File: src/rtl/ula_pkg.sv
// ula_pkg: shared op encodings, multdiv FSM states and ALU control codes
package ula_pkg;
  typedef enum logic [1:0] {
    OP_MULT  = 2'b00,
    OP_MULTU = 2'b01,
    OP_DIV   = 2'b10,
    OP_DIVU  = 2'b11
  } op_t;
  typedef enum logic [1:0] {IDLE, CALC, AJUSTE} state_t;
  typedef enum logic [3:0] {
    CTL_ADD  = 4'b0000,
    CTL_SUB  = 4'b0001,
    CTL_AND  = 4'b0010,
    CTL_OR   = 4'b0011,
    CTL_XOR  = 4'b0100,
    CTL_NOR  = 4'b0101,
    CTL_SLT  = 4'b0110,
    CTL_SLTU = 4'b0111,
    CTL_SLL  = 4'b1000,
    CTL_SRL  = 4'b1001,
    CTL_SRA  = 4'b1010,
    CTL_LUI  = 4'b1011,
    CTL_EQ   = 4'b1100,
    CTL_NE   = 4'b1101
  } controle_t;
endpackage

File: src/rtl/ula_multdiv_iter.sv
// ula_multdiv_iter: one shift-add multiply step or one restoring divide step
module ula_multdiv_iter #(
  parameter int WIDTH = 32
) (
  input  logic                 div,
  input  logic [2*WIDTH-1:0]   acc,
  input  logic [WIDTH-1:0]     b,
  output logic [2*WIDTH-1:0]   acc_next
);
  logic [WIDTH:0] sum, diff;
  // multiply keeps the add carry as the new top bit; divide trial-subtracts the shifted remainder
  always_comb begin
    sum = {1'b0, acc[2*WIDTH-1:WIDTH]} + (acc[0] ? {1'b0, b} : '0);
    diff = acc[2*WIDTH-1:WIDTH-1] - {1'b0, b};
    acc_next = !div ? {sum, acc[WIDTH-1:1]} :
               diff[WIDTH] ? {acc[2*WIDTH-2:0], 1'b0} :
               {diff[WIDTH-1:0], acc[WIDTH-2:0], 1'b1};
  end
endmodule

File: src/rtl/ula_multdiv.sv
// ula_multdiv: multi-cycle multiply/divide unit owning the HI/LO registers
module ula_multdiv import ula_pkg::*; #(
  parameter int WIDTH = 32
) (
  input  logic                 clock,
  input  logic                 reset,
  input  logic                 start,
  input  logic [1:0]           op,
  input  logic [WIDTH-1:0]     in1,
  input  logic [WIDTH-1:0]     in2,
  input  logic                 wr_hi,
  input  logic                 wr_lo,
  input  logic [WIDTH-1:0]     wdata,
  output logic                 busy,
  output logic                 done,
  output logic [WIDTH-1:0]     hi,
  output logic [WIDTH-1:0]     lo,
  output logic [2*WIDTH-1:0]   out_64,
  output logic                 sign_hilo
);
  localparam int CW = $clog2(WIDTH);
  state_t               state;
  logic [CW-1:0]        cnt;
  logic [2*WIDTH-1:0]   acc, acc_next, res;
  logic [WIDTH-1:0]     b_r, a_r, mag1, mag2, rem, quo;
  logic                 is_div, is_signed, neg_a, neg_x, div0, s1, s2;
  ula_multdiv_iter #(.WIDTH(WIDTH)) u_iter (
    .div(is_div),
    .acc(acc),
    .b(b_r),
    .acc_next(acc_next)
  );
  // operand magnitudes at accept time and the sign-corrected result at fix-up time
  always_comb begin
    s1 = !op[0] && in1[WIDTH-1];
    s2 = !op[0] && in2[WIDTH-1];
    mag1 = s1 ? -in1 : in1;
    mag2 = s2 ? -in2 : in2;
    rem = acc[2*WIDTH-1:WIDTH];
    quo = acc[WIDTH-1:0];
    res = !is_div ? (neg_x ? -acc : acc) :
          div0 ? {a_r, {WIDTH{1'b0}}} :
          {neg_a ? -rem : rem, neg_x ? -quo : quo};
  end
  assign busy = state != IDLE;
  assign out_64 = {hi, lo};
  // control FSM: accept, iterate WIDTH times, then write HI/LO and pulse done
  always_ff @(posedge clock or posedge reset) begin
    if (reset) begin
      state <= IDLE;
      cnt <= '0;
      acc <= '0;
      b_r <= '0;
      a_r <= '0;
      is_div <= 1'b0;
      is_signed <= 1'b0;
      neg_a <= 1'b0;
      neg_x <= 1'b0;
      div0 <= 1'b0;
      hi <= '0;
      lo <= '0;
      done <= 1'b0;
      sign_hilo <= 1'b0;
    end else begin
      done <= 1'b0;
      case (state)
        IDLE: begin
          if (start) begin
            acc <= {{WIDTH{1'b0}}, op[1] ? mag1 : mag2};
            b_r <= op[1] ? mag2 : mag1;
            a_r <= in1;
            is_div <= op[1];
            is_signed <= !op[0];
            neg_a <= s1;
            neg_x <= s1 ^ s2;
            div0 <= in2 == '0;
            cnt <= CW'(WIDTH - 1);
            state <= CALC;
          end else begin
            if (wr_hi) hi <= wdata;
            if (wr_lo) lo <= wdata;
          end
        end
        CALC: begin
          acc <= acc_next;
          cnt <= cnt - 1'b1;
          if (cnt == '0) state <= AJUSTE;
        end
        AJUSTE: begin
          {hi, lo} <= res;
          sign_hilo <= is_signed;
          done <= 1'b1;
          state <= IDLE;
        end
        default: state <= IDLE;
      endcase
    end
  end
endmodule

File: config.mk
export PLATFORM = sky130hd
export DESIGN_NAME = ula_multdiv
export DESIGN_NICKNAME = d
export VERILOG_FILES = /design/src/rtl/ula_pkg.sv /design/src/rtl/ula_multdiv_iter.sv /design/src/rtl/ula_multdiv.sv
export SDC_FILE = /design/constraint.sdc
export NUM_CORES = 1
export LEC_CHECK = 0
export ABC_AREA = 1
export CORE_MARGIN = 2
export CORE_UTILIZATION = 53
export DETAILED_ROUTE_END_ITERATION = 7
export MAX_ROUTING_LAYER = met4
export PLACE_DENSITY_LB_ADDON = 0.05
export SLEW_MARGIN = 30
export SYNTH_ARGS = -nofsm -noshare
export SYNTH_HDL_FRONTEND = slang
export SYNTH_SLANG_ARGS = --single-unit
export TNS_END_PERCENT = 10
File: constraint.sdc
create_clock -name clock -period 7.2 [get_ports clock]
set_clock_uncertainty 0.05 [all_clocks]
set_input_delay 1.44 -clock clock [delete_from_list [all_inputs] [get_ports clock]]
set_output_delay 1.44 -clock clock [all_outputs]
set_load 0.02 [all_outputs]
==> metrics.md, run 1 <==
| Metric | Value |
|---|---|
| Crit share post-route | 0.5721 |
| Hold_buf cts | 0 |
| Clock-pin slew on the worst setup and hold paths | approximately 0.070 ns |
| Die width | 199.9 µm |
| Final non-filler cell total | 4,013 |
| Seq pwr share | 0.213 |
| Post-synth top area share | 0.2535 |
| Async S/R FF share, synth | 1.000 |
| Post-CTS Setup Bufs | 0 |
| Peak VDD IR | between 0.0003 and 0.0004 V |
| DR pass1 iterations | 8 |
| I/O Buffers | 233 |
| Clock buffer depth | 3 |
| Max Fclk | 242.8 MHz |
| Switch share | 0.5742 |
| DRC viols | 2 |
| Maxcap violations | 0 |
| CTS tree | yes |
| Overall Global Routing Usage | 0.4561 |
| Register area | around 0.0052 mm² |
| Multi-input gate area | about 0.012 mm² |
| Critical Setup Path Class | in2reg |
| Critical Path RT | roughly 7.6 ns |
| Die area | 0.03995 mm² |
| Crit end category | flop |
| Clock power share | 0.097 |
| Status | complete, but fails checks |
| Comb pwr share | 0.689 |
| 1st-iter DRT viols | 3,448 |
| Pwr Density | 558.7 mW/mm² |
| Final ANT Viol Nets | 0 |
| CTS root buf | clkbuf_16 |
| Clk sink count | slightly above 200 |
| Total wire length | 89,220 µm |
| Final slew viol count | 0 |
| Total Neg Setup Slack | 0 ns |
| Gr ovfl total | 0 |
| Worst Hold Class | reg2reg |
| Post-Synthesis Cell Area | 0.02034 mm² |
| Post-layout util | 0.6146 |
| Slew margin rel. | 0.3318 |
| Htree depth | 1 |
| Max FO, Critical Path | 77 |
| Synth Register Bits | roughly 210 |
| Failing checks | design-rule violations |
| Vias per cell | ~6.1 |
| TritonCTS buffer count | 23 |
| Post-synth EDFFs | 0 |
| Critical Path AT | ~4.5 ns |
| Area growth syn-to-layout | 14.11% |
| Most frequent cell after synthesis | nand2_1 |
| Resized cells post-CTS | 0 |
| RSZ-0062 raised after global routing | no |
| Avg WL per Cell | around 22 µm |
| Final net count | 3,659 |
| Primary FF master, synth | dfrtp_1 |
| Fin crit period | roughly 4.1 ns |
| Syn nets | between 3,000 and 4,000 |
| Floorplan core area | between 0.03 and 0.04 mm² |
| Initial cell density of the core | 0.5387 |
| Post-Syn Instances | around 3,400 |
| First-pass GRT wire length | approximately 130,000 µm |
| Synth area leaders | dfrtp_1 25%, nand2_1 19%, nand3_1 8.2% |
| Yosys warnings | 0 |
| Final instance area | between 0.02 and 0.025 mm² |
| Initial antenna violation count | 3 |
| Dpl hpwl | 69,680 µm |
| Sequential area share after synthesis | 0.2535 |
| Placed Area | ~0.022 mm² |
| P_int | between 5 and 6 mW |
| Placed Cells | between 3,000 and 4,000 |
| Syn Area/Cell | around 6 µm² |
| Setup violators final | 0 |
| Largest net degree at the start of global routing | 111 |
| Worst skew pair latency | approximately 0.56 ns |
| Worst Setup Start Kind | input port |
| Cell taking the most area after synthesis | dfrtp_1 |
| Leak Pwr | between 10 and 15 nW |
| Via count | ~24,000 |
| Row count | 71 |
| Fillers | approximately 3,600 |
| Share of layout cells above drive strength 1 | 0.03658 |
| Hold violation total from the final report | 0 |
| RD Place Congestion | ~1.1 |
| Most frequent cells after synthesis | 1,009 x nand2_1, 425 x inv_1, 354 x nor2_1, 334 x nand3_1, 245 x a21oi_1 |
| I/O Pins | between 200 and 250 |
| Die height | approximately 200 µm |
| Vias in the first global route | roughly 22,000 |
| Sw Pwr | 7.445 mW |
| Yosys cell types | between 50 and 60 |
| Slew @ Worst Pin | approximately 1 ns |
==> worst paths after layout <==
kind	start	end	slack, ns	cells past startpoint
max	start	acc[9]	3.08	8
min	a_r[4]	a_r[4]	0.44	2
max reg2reg	acc[31]	acc[38]	3.54	17
min reg2reg	a_r[4]	a_r[4]	0.44	2
max in group asynchronous	reset	is_div	4.41	3
min in group asynchronous	reset	hi[29]	1.35	2
==> per-stage QoR <==
| stage | total power, mW | worst slack, ns | hold WS (ns) |
|---|---|---|---|
| finish | 12.97 | 3.081 | 0.4447 |
| global placement | 11.11 | 2.860 | 0.4192 |
| global route | 13.88 | 2.991 | 0.4813 |
| floorplan | 8.512 | 0.08587 | 0.3979 |
| CTS | 12.57 | 3.287 | 0.4375 |
| detailed placement | 11.28 | 2.751 | 0.4236 |
==> power groups by stage <==
stage | Sequential, mW | Clock (mW) | Combinational (mW)
after floorplan | 2.41 | 0 | 6.10
after global placement | 2.65 | 0 | 8.45
after detailed placement | 2.68 | 0 | 8.60
after CTS | 2.66 | 1.24 | 8.66
after global routing | 2.77 | 1.30 | 9.81
final | 2.76 | 1.26 | 8.94
==> sequential cells by signal, summed over array words and instances (netlist names) <==
register and cells:
neg_x 1, is_div 1, sign_hilo 1, hi 32, acc 64, lo 32
done 1, cnt 5, a_r 32, is_signed 1, b_r 32, state 2
div0 1, neg_a 1
==> placed cells by master (no fill, tap or decap), types with 10 or more instances in the layout <==
cell	instances
nand2_1	1009
inv_1	423
nor2_1	353
nand3_1	334
a21oi_1	244
clkdlybuf4s50_1	233
o21ai_0	211
dfrtp_1	205
xor2_1	70
ha_1	70
nand4_1	42
o211ai_1	32
clkbuf_16	23
nor3_1	22
a22oi_1	22
buf_4	18
nand2_2	16
nor2_2	14
o21ai_1	14
xnor2_1	12
inv_2	11
nand3b_1	11
o221ai_1	10
==> worst max-delay path: stages <==
cell             delay (ns)
clkdlybuf4s50_1        0.45
nand2_2                0.23
buf_4                  0.59
inv_2                  0.49
nor2_4                 0.21
buf_4                  0.67
nand2_1                0.16
a21boi_0               0.18
==> routing by layer <==
metal	vias to the layer above	global-route usage	share of wire
met5	-	-	0
met4	0	0.2554	0.069
met2	1817	0.6394	0.41
met1	11124	0.5876	0.38
li1	11052	-	-
met3	306	0.1316	0.14
==> layout make-up <==
cell class                      instances  area share
Antenna cell                            3   0.0003235
Clock buffer                           28     0.02690
Clock inverter                         12    0.006740
Inverter                              441     0.07171
Multi-Input combinational cell       2561      0.5383
Sequential cell                       206      0.2222
Tap cell                              511     0.02755
Timing Repair Buffer                  251      0.1063
==> cell families (layout without fill, tap and decap cells) <==
group | after synthesis | after routing | share of synthesized area
AOI/OAI and AO/OA | 576 | 576 | 0.1559
xor gates and xnor gates | 82 | 82 | 0.03531
adders and majority gates | 72 | 72 | 0.04504
buffers and inverters | 632 | 732 | 0.1334
DFF | 206 | 206 | 0.2535
other | 0 | 3 | 0
and+or+nand+nor | 1831 | 1831 | 0.3769
(Power assumes the default switching activity.)
==> inputs of run 2 (changes only) <==
Settings changed: CORE_UTILIZATION 53 to 55.
Clock period 7.2 ns to 4.1 ns, I/O delays scaled along.
==> run 2 against run 1 <==
Power increased by 76%. Via count increased by 0.21%. Sequential power increased by 65%. The flow now finishes without violations. Critical path depth increased by 10. Hold slack improved by 0.0078 ns. Clock-buffer cell count increased by 4. Core utilization increased by 2.5 points. First-iteration DRC count decreased by 5.6%. Largest cell class unchanged.
==> metrics.md, run 2 (same netlist as run 1, synthesis figures left out) <==
| Metric | Value |
|---|---|
| Gr ovfl total | 0 (unchanged) |
| Worst skew pair latency | 0.56 ns (about the same) |
| Hold violation total from the final report | 0 (unchanged) |
| Worst Hold Class | reg2reg (unchanged) |
| I/O Buffers | 233 (unchanged) |
| Placed Area | 0.02258 mm² (was 0.02241 mm²) |
| Largest net degree at the start of global routing | 100 (was 111) |
| Die area | 0.03853 mm² (was 0.03995 mm²) |
| 1st-iter DRT viols | 3,256 (was 3,448) |
| Crit path max-delay family | simple AND/OR/NAND/NOR gates (was buffers and inverters) |
| Final net count | 3,685 (was 3,659) |
| Hold_buf cts | 0 (unchanged) |
| Max Fclk | just under 300 MHz |
| Fin worst setup slack | 0.7119 ns (was 3.081 ns) |
| Initial cell density of the core | 0.5568 (was 0.5387) |
| Die width | 196.3 µm (was 199.9 µm) |
| CP Cell Sequence | clkinv_1 -> fa_1 -> inv_1 -> nand2_1 -> nand2_1 -> nand3_1 -> nand2_2 -> nand2_1 -> nand2_2 -> nand2_2 -> nand2_2 -> nand2_1 -> nand2_2 -> nand2_1 -> nand2_1 -> nand2_1 -> nand2_1 -> o21ai_1 (was clkdlybuf4s50_1 -> nand2_2 -> buf_4 -> inv_2 -> nor2_4 -> buf_4 -> nand2_1 -> a21boi_0) |
| Final instance area | 0.02337 mm² (was 0.02321 mm²) |
| Clk sink count | 206 (unchanged) |
| Critical Path AT | 3.75 ns (was 4.50 ns) |
| Setup violators final | 0 (unchanged) |
| Most common cell after layout, fill and taps aside | nand2_1 (unchanged) |
| Area growth syn-to-layout | 14.93% (was 14.11%) |
| Max FO, Critical Path | 30 (was 77) |
| Die height | 196.3 µm (was 199.9 µm) |
| Initial antenna violation count | 4 (was 3) |
| I/O Pins | 234 (unchanged) |
| Htree depth | 1 (unchanged) |
| Pre-CTS setup slack | 0.7641 ns (was 2.751 ns) |
| Avg WL per Cell | 21.83 µm (was 22.23 µm) |
| Worst-path cell with the longest stage delay | nand2_2 (was buf_4) |
| Post-CTS Setup Bufs | 0 (unchanged) |
| Floorplan core area | 0.03652 mm² (was 0.03776 mm²) |
| Largest register FFs | 64 (unchanged) |
| Overall Global Routing Usage | 0.4563 (was 0.4561) |
| Final ANT Viol Nets | 0 (unchanged) |
| Via count | 24,349 (was 24,299) |
| Leak Pwr | 11.63 nW (was 11.50 nW) |
| Peak VDD IR | 0.0005551 V (was 0.0003480 V) |
| Critical Setup Path Class | reg2reg (was in2reg) |
| Vias in the first global route | 22,136 (was 22,108) |
| Pwr Density | 978.3 mW/mm² (was 558.7 mW/mm²) |
| Fin crit period | between 3 and 4 ns |
| CTS root buf | clkbuf_16 (unchanged) |
| Fillers | 3,366 (was 3,636) |
| Dpl hpwl | 68,740 µm (was 69,680 µm) |
| Slew margin rel. | 0.3483 (was 0.3318) |
| DRC viols | 0 (was 2) |
| First-pass GRT wire length | 130,600 µm (was 132,600 µm) |
| Vias per cell | 6.087 (was 6.055) |
| Worst Setup Start Kind | flop (was input port) |
| Slew @ Worst Pin | 0.9765 ns (was 1.001 ns) |
| Total Neg Setup Slack | 0 ns (unchanged) |
| Most frequent CP cell | nand2_1 (was buf_4) |
| Share of layout cells above drive strength 1 | 0.04393 (was 0.03658) |
| Top reg by flops | acc (unchanged) |
| Worst path max stage delay | 0.58 ns (was 0.67 ns) |
| Commonest non-fill, non-tap cells in the layout | 1,009 x nand2_1, 424 x inv_1, 352 x nor2_1, 334 x nand3_1, 245 x a21oi_1 (was 1,009 x nand2_1, 423 x inv_1, 353 x nor2_1, 334 x nand3_1, 244 x a21oi_1) |
| Row count | 70 (was 71) |
| RD Place Congestion | 1.106 (was 1.087) |
| Clock buffer depth | 3 (unchanged) |
| CTS tree | yes (unchanged) |
| Resized cells post-CTS | 0 (unchanged) |
| Clock-pin slew on the worst setup and hold paths | 0.06 ns (was 0.07 ns) |
| Critical Path RT | 4.46 ns (was 7.58 ns) |
| Final slew viol count | 0 (unchanged) |
| DR pass1 iterations | 7 (was 8) |
| Maxcap violations | 0 (unchanged) |
| Crit end category | flop (unchanged) |
| TritonCTS buffer count | 24 (was 23) |
| RSZ-0062 raised after global routing | no (unchanged) |
| Status | finished clean (was complete, but fails checks) |
| Buffers & Inverters on Critical Path | 2 (was 4) |
| Total wire length | 87,330 µm (was 89,220 µm) |
| Crit share post-route | 0.8264 |
==> run 2: routing by layer <==
layer	track usage	vias to the layer above	routed length [µm]
met3	0.1202	316	11650
li1	-	11107	-
met5	-	-	0
met1	0.5632	11133	32440
met2	0.6770	1793	37330
met4	0.2587	0	5909
==> run 2: area by class of cell <==
class | count | area (µm²) | share of cell area
antenna | 4 | 10.01 | 0.0004282
clock buffer | 32 | 680.7 | 0.02912
clock inverter | 12 | 95.09 | 0.004068
inverter | 441 | 1660 | 0.07103
multi-input combinational | 2561 | 12490 | 0.5343
sequential | 206 | 5156 | 0.2206
tap | 468 | 585.6 | 0.02505
timing repair buffer | 276 | 2696 | 0.1154
==> run 2: stage by stage <==
stage | utilization | instances | total power, mW | hold WS, ns
final | 0.6400 | 4000 | 22.87 | 0.4525
after global routing | 0.6400 | 4000 | 24.47 | 0.4685
after CTS | 0.6396 | 3996 | 22.26 | 0.4517
after detailed placement | 0.6184 | 3952 | 20.04 | 0.4366
after global placement | 0.6182 | 3952 | 19.71 | 0.4182
after floorplan | - | 3399 | 14.95 | 0.3979
==> run 2: final timing paths <==
path / from / to / slack [ns] / cells past startpoint
worst max register to register: acc[32] / acc[0] / 0.71 / 18
min in group asynchronous: reset / acc[61] / 0.68 / 2
worst min-delay path: cnt[4] / cnt[4] / 0.45 / 1
worst max-delay path: acc[32] / acc[0] / 0.71 / 18
max in group asynchronous: reset / cnt[1] / 2.34 / 4
worst min register to register: cnt[4] / cnt[4] / 0.45 / 1
==> run 2: where the power goes <==
group	internal [mW]	total [mW]	switching [mW]	leakage, nW
clock network	1.18	2.15	0.967	0.380
registers	3.09	4.56	1.47	2.45
logic	5.47	16.2	10.7	8.79
total	9.74	22.9	13.1	11.6
==> run 2: worst register-to-register path, stage by stage, from the launching register on <==
cell and delay [ns]:
dfrtp_1 0.42, clkinv_1 0.33, fa_1 0.57, inv_1 0.08, nand2_1 0.05, nand2_1 0.12, nand3_1 0.10, nand2_2 0.10
nand2_1 0.07, nand2_2 0.12, nand2_2 0.09, nand2_2 0.07, nand2_1 0.06, nand2_2 0.58, nand2_1 0.13, nand2_1 0.10
nand2_1 0.05, nand2_1 0.08, o21ai_1 0.07
